`src/rtl/mdu_pkg.sv`:
```
// Shared types for the multiply/divide unit: op encoding, FSM states, counter width.
// Divide support is compiled in only when MDU_DIV_EN is defined.
package mdu_pkg;

  typedef enum logic [2:0] {
    OpNone  = 3'd0,
    OpMult  = 3'd1,
    OpMultu = 3'd2,
    OpDiv   = 3'd3,
    OpDivu  = 3'd4,
    OpMthi  = 3'd5,
    OpMtlo  = 3'd6
  } mdu_op_e;

  // Holds cycle counts up to 15.
  localparam int unsigned CntW = 4;

`ifdef MDU_DIV_EN
  typedef enum logic [1:0] {
    StIdle,
    StMul,
    StDiv
  } mdu_state_e;
`else
  typedef enum logic [1:0] {
    StIdle,
    StMul
  } mdu_state_e;
`endif

  function automatic logic is_mul_op(input logic [2:0] op);
    return (op == OpMult) || (op == OpMultu);
  endfunction

  // Without MDU_DIV_EN, DIV/DIVU decode as nothing at all.
  function automatic logic is_div_op(input logic [2:0] op);
`ifdef MDU_DIV_EN
    return (op == OpDiv) || (op == OpDivu);
`else
    return 1'b0 & (op == OpDiv);
`endif
  endfunction

endpackage

```
`src/rtl/mdu_arith.sv`:
```
// Combinational HI/LO result generation for multiply and (optionally) divide.
// Divider is present only when MDU_DIV_EN is defined.
module mdu_arith
  import mdu_pkg::*;
(
  input  logic [2:0]  op_i,
  input  logic [31:0] a_i,
  input  logic [31:0] b_i,
  output logic [31:0] hi_o,
  output logic [31:0] lo_o,
  output logic        wr_o
);

  logic        sgn_mul;
  logic [63:0] mul_a;
  logic [63:0] mul_b;
  logic [63:0] prod;

  // One shared 64-bit multiplier; sign extension selects MULT vs MULTU.
  always_comb begin
    sgn_mul = (op_i == OpMult);
    mul_a   = {{32{sgn_mul & a_i[31]}}, a_i};
    mul_b   = {{32{sgn_mul & b_i[31]}}, b_i};
    prod    = mul_a * mul_b;
  end

`ifdef MDU_DIV_EN
  logic        neg_a;
  logic        neg_b;
  logic [31:0] mag_a;
  logic [31:0] mag_b;
  logic [31:0] den;
  logic [31:0] uq;
  logic [31:0] ur;
  logic [31:0] quo;
  logic [31:0] rem;

  // Signed divide via magnitudes; 0x80000000/-1 wraps naturally to 0x80000000 rem 0.
  always_comb begin
    neg_a = (op_i == OpDiv) & a_i[31];
    neg_b = (op_i == OpDiv) & b_i[31];
    mag_a = neg_a ? (32'd0 - a_i) : a_i;
    mag_b = neg_b ? (32'd0 - b_i) : b_i;
    // Keep the divider X-free on b=0; the result is discarded via wr_o.
    den   = (b_i == 32'd0) ? 32'd1 : mag_b;
    uq    = mag_a / den;
    ur    = mag_a % den;
    quo   = (neg_a ^ neg_b) ? (32'd0 - uq) : uq;
    rem   = neg_a ? (32'd0 - ur) : ur;
  end

  // Result select: divide overrides the product.
  always_comb begin
    hi_o = prod[63:32];
    lo_o = prod[31:0];
    wr_o = 1'b1;
    if (is_div_op(op_i)) begin
      hi_o = rem;
      lo_o = quo;
      wr_o = (b_i != 32'd0);
    end
  end
`else
  // Result select: multiply only.
  always_comb begin
    hi_o = prod[63:32];
    lo_o = prod[31:0];
    wr_o = 1'b1;
  end
`endif

endmodule

```
`src/rtl/mdu_ctrl.sv`:
```
// Multiply/divide controller: accept logic, busy FSM with cycle counter, HI/LO registers
// and pipeline stall generation. Divide support requires MDU_DIV_EN.
module mdu_ctrl
  import mdu_pkg::*;
#(
  parameter int unsigned MUL_CYCLES = 5,
  parameter int unsigned DIV_CYCLES = 10
) (
  input  logic        clk,
  input  logic        reset,
  input  logic        start,
  input  logic [2:0]  op,
  input  logic [31:0] a,
  input  logic [31:0] b,
  input  logic        flush,
  input  logic        md_use,
  output logic        busy,
  output logic        md_stall,
  output logic [31:0] hi,
  output logic [31:0] lo
);

  if (MUL_CYCLES < 1 || MUL_CYCLES > 15) begin : g_bad_mul
    $error("MUL_CYCLES out of range 1..15");
  end
  if (DIV_CYCLES < 1 || DIV_CYCLES > 15) begin : g_bad_div
    $error("DIV_CYCLES out of range 1..15");
  end

  mdu_state_e      state_q, state_d;
  logic [CntW-1:0] cnt_q, cnt_d;
  logic            busy_q, busy_d;
  logic [31:0]     hi_q, hi_d;
  logic [31:0]     lo_q, lo_d;
  logic [31:0]     pend_hi_q, pend_hi_d;
  logic [31:0]     pend_lo_q, pend_lo_d;
  logic            pend_wr_q, pend_wr_d;

  logic            is_mul;
  logic            is_div;
  logic            req;
  logic [31:0]     ar_hi;
  logic [31:0]     ar_lo;
  logic            ar_wr;

  mdu_arith u_arith (
    .op_i (op),
    .a_i  (a),
    .b_i  (b),
    .hi_o (ar_hi),
    .lo_o (ar_lo),
    .wr_o (ar_wr)
  );

  // Decode and unconditioned request (state gating happens in the FSM).
  always_comb begin
    is_mul = is_mul_op(op);
    is_div = is_div_op(op);
    req    = start & ~flush;
  end

  // Stall covers the issue cycle too, so a back-to-back HI/LO consumer waits.
  always_comb begin
    md_stall = md_use & (busy_q | (req & (is_mul | is_div)));
  end

  // Next-state: accept in idle, count down while busy, commit on the last cycle.
  always_comb begin
    state_d   = state_q;
    cnt_d     = cnt_q;
    busy_d    = busy_q;
    hi_d      = hi_q;
    lo_d      = lo_q;
    pend_hi_d = pend_hi_q;
    pend_lo_d = pend_lo_q;
    pend_wr_d = pend_wr_q;
    unique case (state_q)
      StIdle: begin
        if (req) begin
          if (is_mul) begin
            state_d   = StMul;
            cnt_d     = MUL_CYCLES[CntW-1:0];
            busy_d    = 1'b1;
            pend_hi_d = ar_hi;
            pend_lo_d = ar_lo;
            pend_wr_d = ar_wr;
`ifdef MDU_DIV_EN
          end else if (is_div) begin
            state_d   = StDiv;
            cnt_d     = DIV_CYCLES[CntW-1:0];
            busy_d    = 1'b1;
            pend_hi_d = ar_hi;
            pend_lo_d = ar_lo;
            pend_wr_d = ar_wr;
`endif
          end else if (op == OpMthi) begin
            hi_d = a;
          end else if (op == OpMtlo) begin
            lo_d = a;
          end
        end
      end
`ifdef MDU_DIV_EN
      StMul, StDiv: begin
`else
      StMul: begin
`endif
        cnt_d = cnt_q - CntW'(1);
        if (cnt_q == CntW'(1)) begin
          state_d = StIdle;
          busy_d  = 1'b0;
          if (pend_wr_q) begin
            hi_d = pend_hi_q;
            lo_d = pend_lo_q;
          end
        end
      end
      default: begin
        state_d = StIdle;
        busy_d  = 1'b0;
      end
    endcase
  end

  // State registers; reset aborts any in-flight operation without committing.
  always_ff @(posedge clk or posedge reset) begin
    if (reset) begin
      state_q   <= StIdle;
      cnt_q     <= '0;
      busy_q    <= 1'b0;
      hi_q      <= '0;
      lo_q      <= '0;
      pend_hi_q <= '0;
      pend_lo_q <= '0;
      pend_wr_q <= 1'b0;
    end else begin
      state_q   <= state_d;
      cnt_q     <= cnt_d;
      busy_q    <= busy_d;
      hi_q      <= hi_d;
      lo_q      <= lo_d;
      pend_hi_q <= pend_hi_d;
      pend_lo_q <= pend_lo_d;
      pend_wr_q <= pend_wr_d;
    end
  end

  assign busy = busy_q;
  assign hi   = hi_q;
  assign lo   = lo_q;

endmodule

```
`config.mk`:
```
export PLATFORM = sky130hd
export DESIGN_NAME = mdu_ctrl
export DESIGN_NICKNAME = d
export VERILOG_FILES = /design/src/rtl/mdu_pkg.sv /design/src/rtl/mdu_arith.sv /design/src/rtl/mdu_ctrl.sv
export SDC_FILE = /design/constraint.sdc
export NUM_CORES = 2
export LEC_CHECK = 0
export CORE_ASPECT_RATIO = 1.4
export CORE_MARGIN = 2
export CORE_UTILIZATION = 55
export CTS_BUF_LIST = sky130_fd_sc_hd__clkbuf_8
export CTS_CLUSTER_DIAMETER = 200
export DETAILED_ROUTE_END_ITERATION = 8
export PLACE_DENSITY = 0.74
export SLEW_MARGIN = 20
export SYNTH_ARGS = -nofsm -noshare
export SYNTH_HDL_FRONTEND = slang
export SYNTH_SLANG_ARGS = --single-unit
```
`constraint.sdc`:
```
create_clock -name clk -period 9.8 [get_ports clk]
set_input_delay 1.96 -clock clk [delete_from_list [all_inputs] [get_ports clk]]
set_output_delay 1.96 -clock clk [all_outputs]
set_load 0.01 [all_outputs]
```
==> results.cfg <==
[global_routing]
grt_max_degree = 83
grt_antenna_before_repair = 5
grt_usage = 0.335
grt.overflow.total = 0
grt_pass1_vias = 37900
grt_pass1_wl_um = 205000

[clocking]
cts_tree = built
root_buffer = clkbuf_8
cts_hold_buf = 0
clk_latency_ps = 460
clk_pin_slew_ps = 90
h-tree-depth = 4
cts.sinks = 134
cts_max_path_buffers = 2
cts-buffers-inserted = 17

[timing]
whs_ps = 482
hold_viol = 0
slew_viol_final = 0
clock_skew_ps = 15.4
period_needed_ps = 9600
worst_slew_pin_slew_ps = 869
setup_viol = 0
timing.final.crit_share = 0.980
relSlewSlack = 0.421
fmax_mhz = 104

[drt]
drc = 0
antenna_left = 0
drt-total-wl_um = 128000
routedWlPerCell_um = 20.9
vias = 33600
drtIter0Drc = 1889
viasPerCell = 5.52
first_pass_iters = 6

[finish]
nets = 6444
finish.instance_area_um2 = 49000
synthToLayoutAreaGrowth_pct = 13.5
layout_common_cells = inv_1, fa_1, nand2_1
drive_gt1_frac = 0.0894
fill_cells = 6468
layout_commonest_cell = inv_1

[setup_path]
r2r_setup_slack_ps = 6950
cp-start-kind = input port
required_ps = 10150
crit_arrival_ps = 9960
crit_path_max_fanout = 7
endpoint_kind = flip-flop
crit_type = in2reg

[yosys]
syn_inst = 4754
yosysWarnings = 0
synth_edf_count = 0
ys_seq_area_frac = 0.0776
synth_flop_cell = dfrtp_1
ys_seq_elements = 134
avgSynthCellArea_um2 = 9.08
synthTopCellsByArea = fa_1, inv_1, dfrtp_1
syn_nets = 6165
synthArstFlopShare = 1.00
synth_area_leader_cell = fa_1
synth.distinct_cells = 66
yosysTopAreaCellShare = 0.522
synth_area_um2 = 43200

[placement]
placed_area_um2 = 48600
place_congestion = 0.955
hpwl_um = 108000
port_buffers = 137

[job]
maxCapViolCount = 0

[floorplan]
placement_rows = 121
die_w_um = 241
die_area_um2 = 80800
die_h_um = 336
io_pins = 138
start_util = 0.555
fp.coreArea_um2 = 77800

[hold_path]
min_path_type = reg2reg

[outcome]
outcome = finished, final reports clean
Yosys cell counts, drive strengths merged (14+ instances only):
cell / n
inv: 1134
fa: 1125
nand2: 868
and2: 297
clkbuf: 248
ha: 214
a21oi: 197
dfrtp: 134
nor2: 122
o21ai: 78
xnor2: 41
nor2b: 35
a21o: 24
and3: 24
nand3: 18
xor2: 18
nor3: 14
o21a: 14
area by class of cell:
cell class | count | area [um^2] | area share
sequential | 134 | 3360 | 0.0685
multi-input combinational | 3233 | 34700 | 0.708
inverter | 1134 | 4270 | 0.0870
clock inverter | 14 | 128 | 0.00260
timing repair buffer | 513 | 5000 | 0.102
antenna | 3 | 7.51 | 0.000153
clock buffer | 18 | 248 | 0.00506
tap | 1045 | 1310 | 0.0267
sequential cells by signal, indices dropped and copies added, names as in the netlist:
signal,count
busy,1
pend_hi_q,32
pend_wr_q,1
hi,32
lo,32
cnt_q,4
pend_lo_q,32
through the flow:
step           cells  setup slack, ps   util  setup TNS, ps
5_1_grt         6093            -39.8  0.630          -40.7
2_1_floorplan   4754             70.7      -              0
4_1_cts         6090           0.0471  0.629              0
3_5_place_dp    6058             -462  0.624          -5280
3_3_place_gp    6058             -360  0.624          -3860
6_report        6094              196  0.630              0
cells by family after synthesis:
| family | count (synthesis) | share of synthesized area |
|---|---|---|
| AND/OR/NAND/NOR | 1437 | 0.151 |
| buffers and inverters | 1387 | 0.121 |
| adder cells (fa/ha/maj) | 1339 | 0.584 |
| AO/OA/AOI/OAI | 397 | 0.0550 |
| flip-flops | 134 | 0.0776 |
| XOR/XNOR | 59 | 0.0120 |
| multiplexers | 1 | 0.000232 |
what timing repair did:
item,in CTS,in global routing
resized for setup,0,14
setup endpoints to repair,0,15
endpoints found under the hold margin,0,0
setup buffers,0,1
final timing paths:
path / from / depth (start not counted) / endpoint
worst max register to register: busy / 7 / lo[17]
min in group asynchronous: reset / 2 / lo[5]
worst min register to register: pend_lo_q[2] / 2 / pend_lo_q[2]
worst max-delay path: op[0] / 28 / pend_hi_q[31]
worst min-delay path: pend_lo_q[2] / 2 / pend_lo_q[2]
max in group asynchronous: reset / 3 / pend_hi_q[16]
worst max-delay path, stage by stage:
cell             delay, ps
clkdlybuf4s50_1        480
inv_1                   80
nor3_4                 250
buf_12                 190
and2_4                 170
buf_4                  150
buf_4                  160
nand2_1                 90
fa_1                   530
fa_2                   610
inv_1                  100
fa_1                   590
inv_2                  100
buf_4                  180
fa_1                   480
fa_1                   590
fa_1                   440
fa_1                   490
fa_1                   500
inv_1                   40
ha_1                   280
a21o_1                 180
a21oi_1                150
o21bai_1                90
a21o_1                 200
or4_1                  460
o211a_1                140
a41o_1                 230
layer usage:
metal  part of all wire  track usage  vias to the layer above
li1                   -            -                    14300
met3              0.063       0.0480                      521
met1               0.34        0.369                    17300
met2               0.51        0.596                     1441
met5           0.000086            0                        -
met4              0.086        0.227                        2
Power is left out: the tool's default activity adds up to more than one toggle a clock period on the data nets, which glitch-free logic cannot reach.
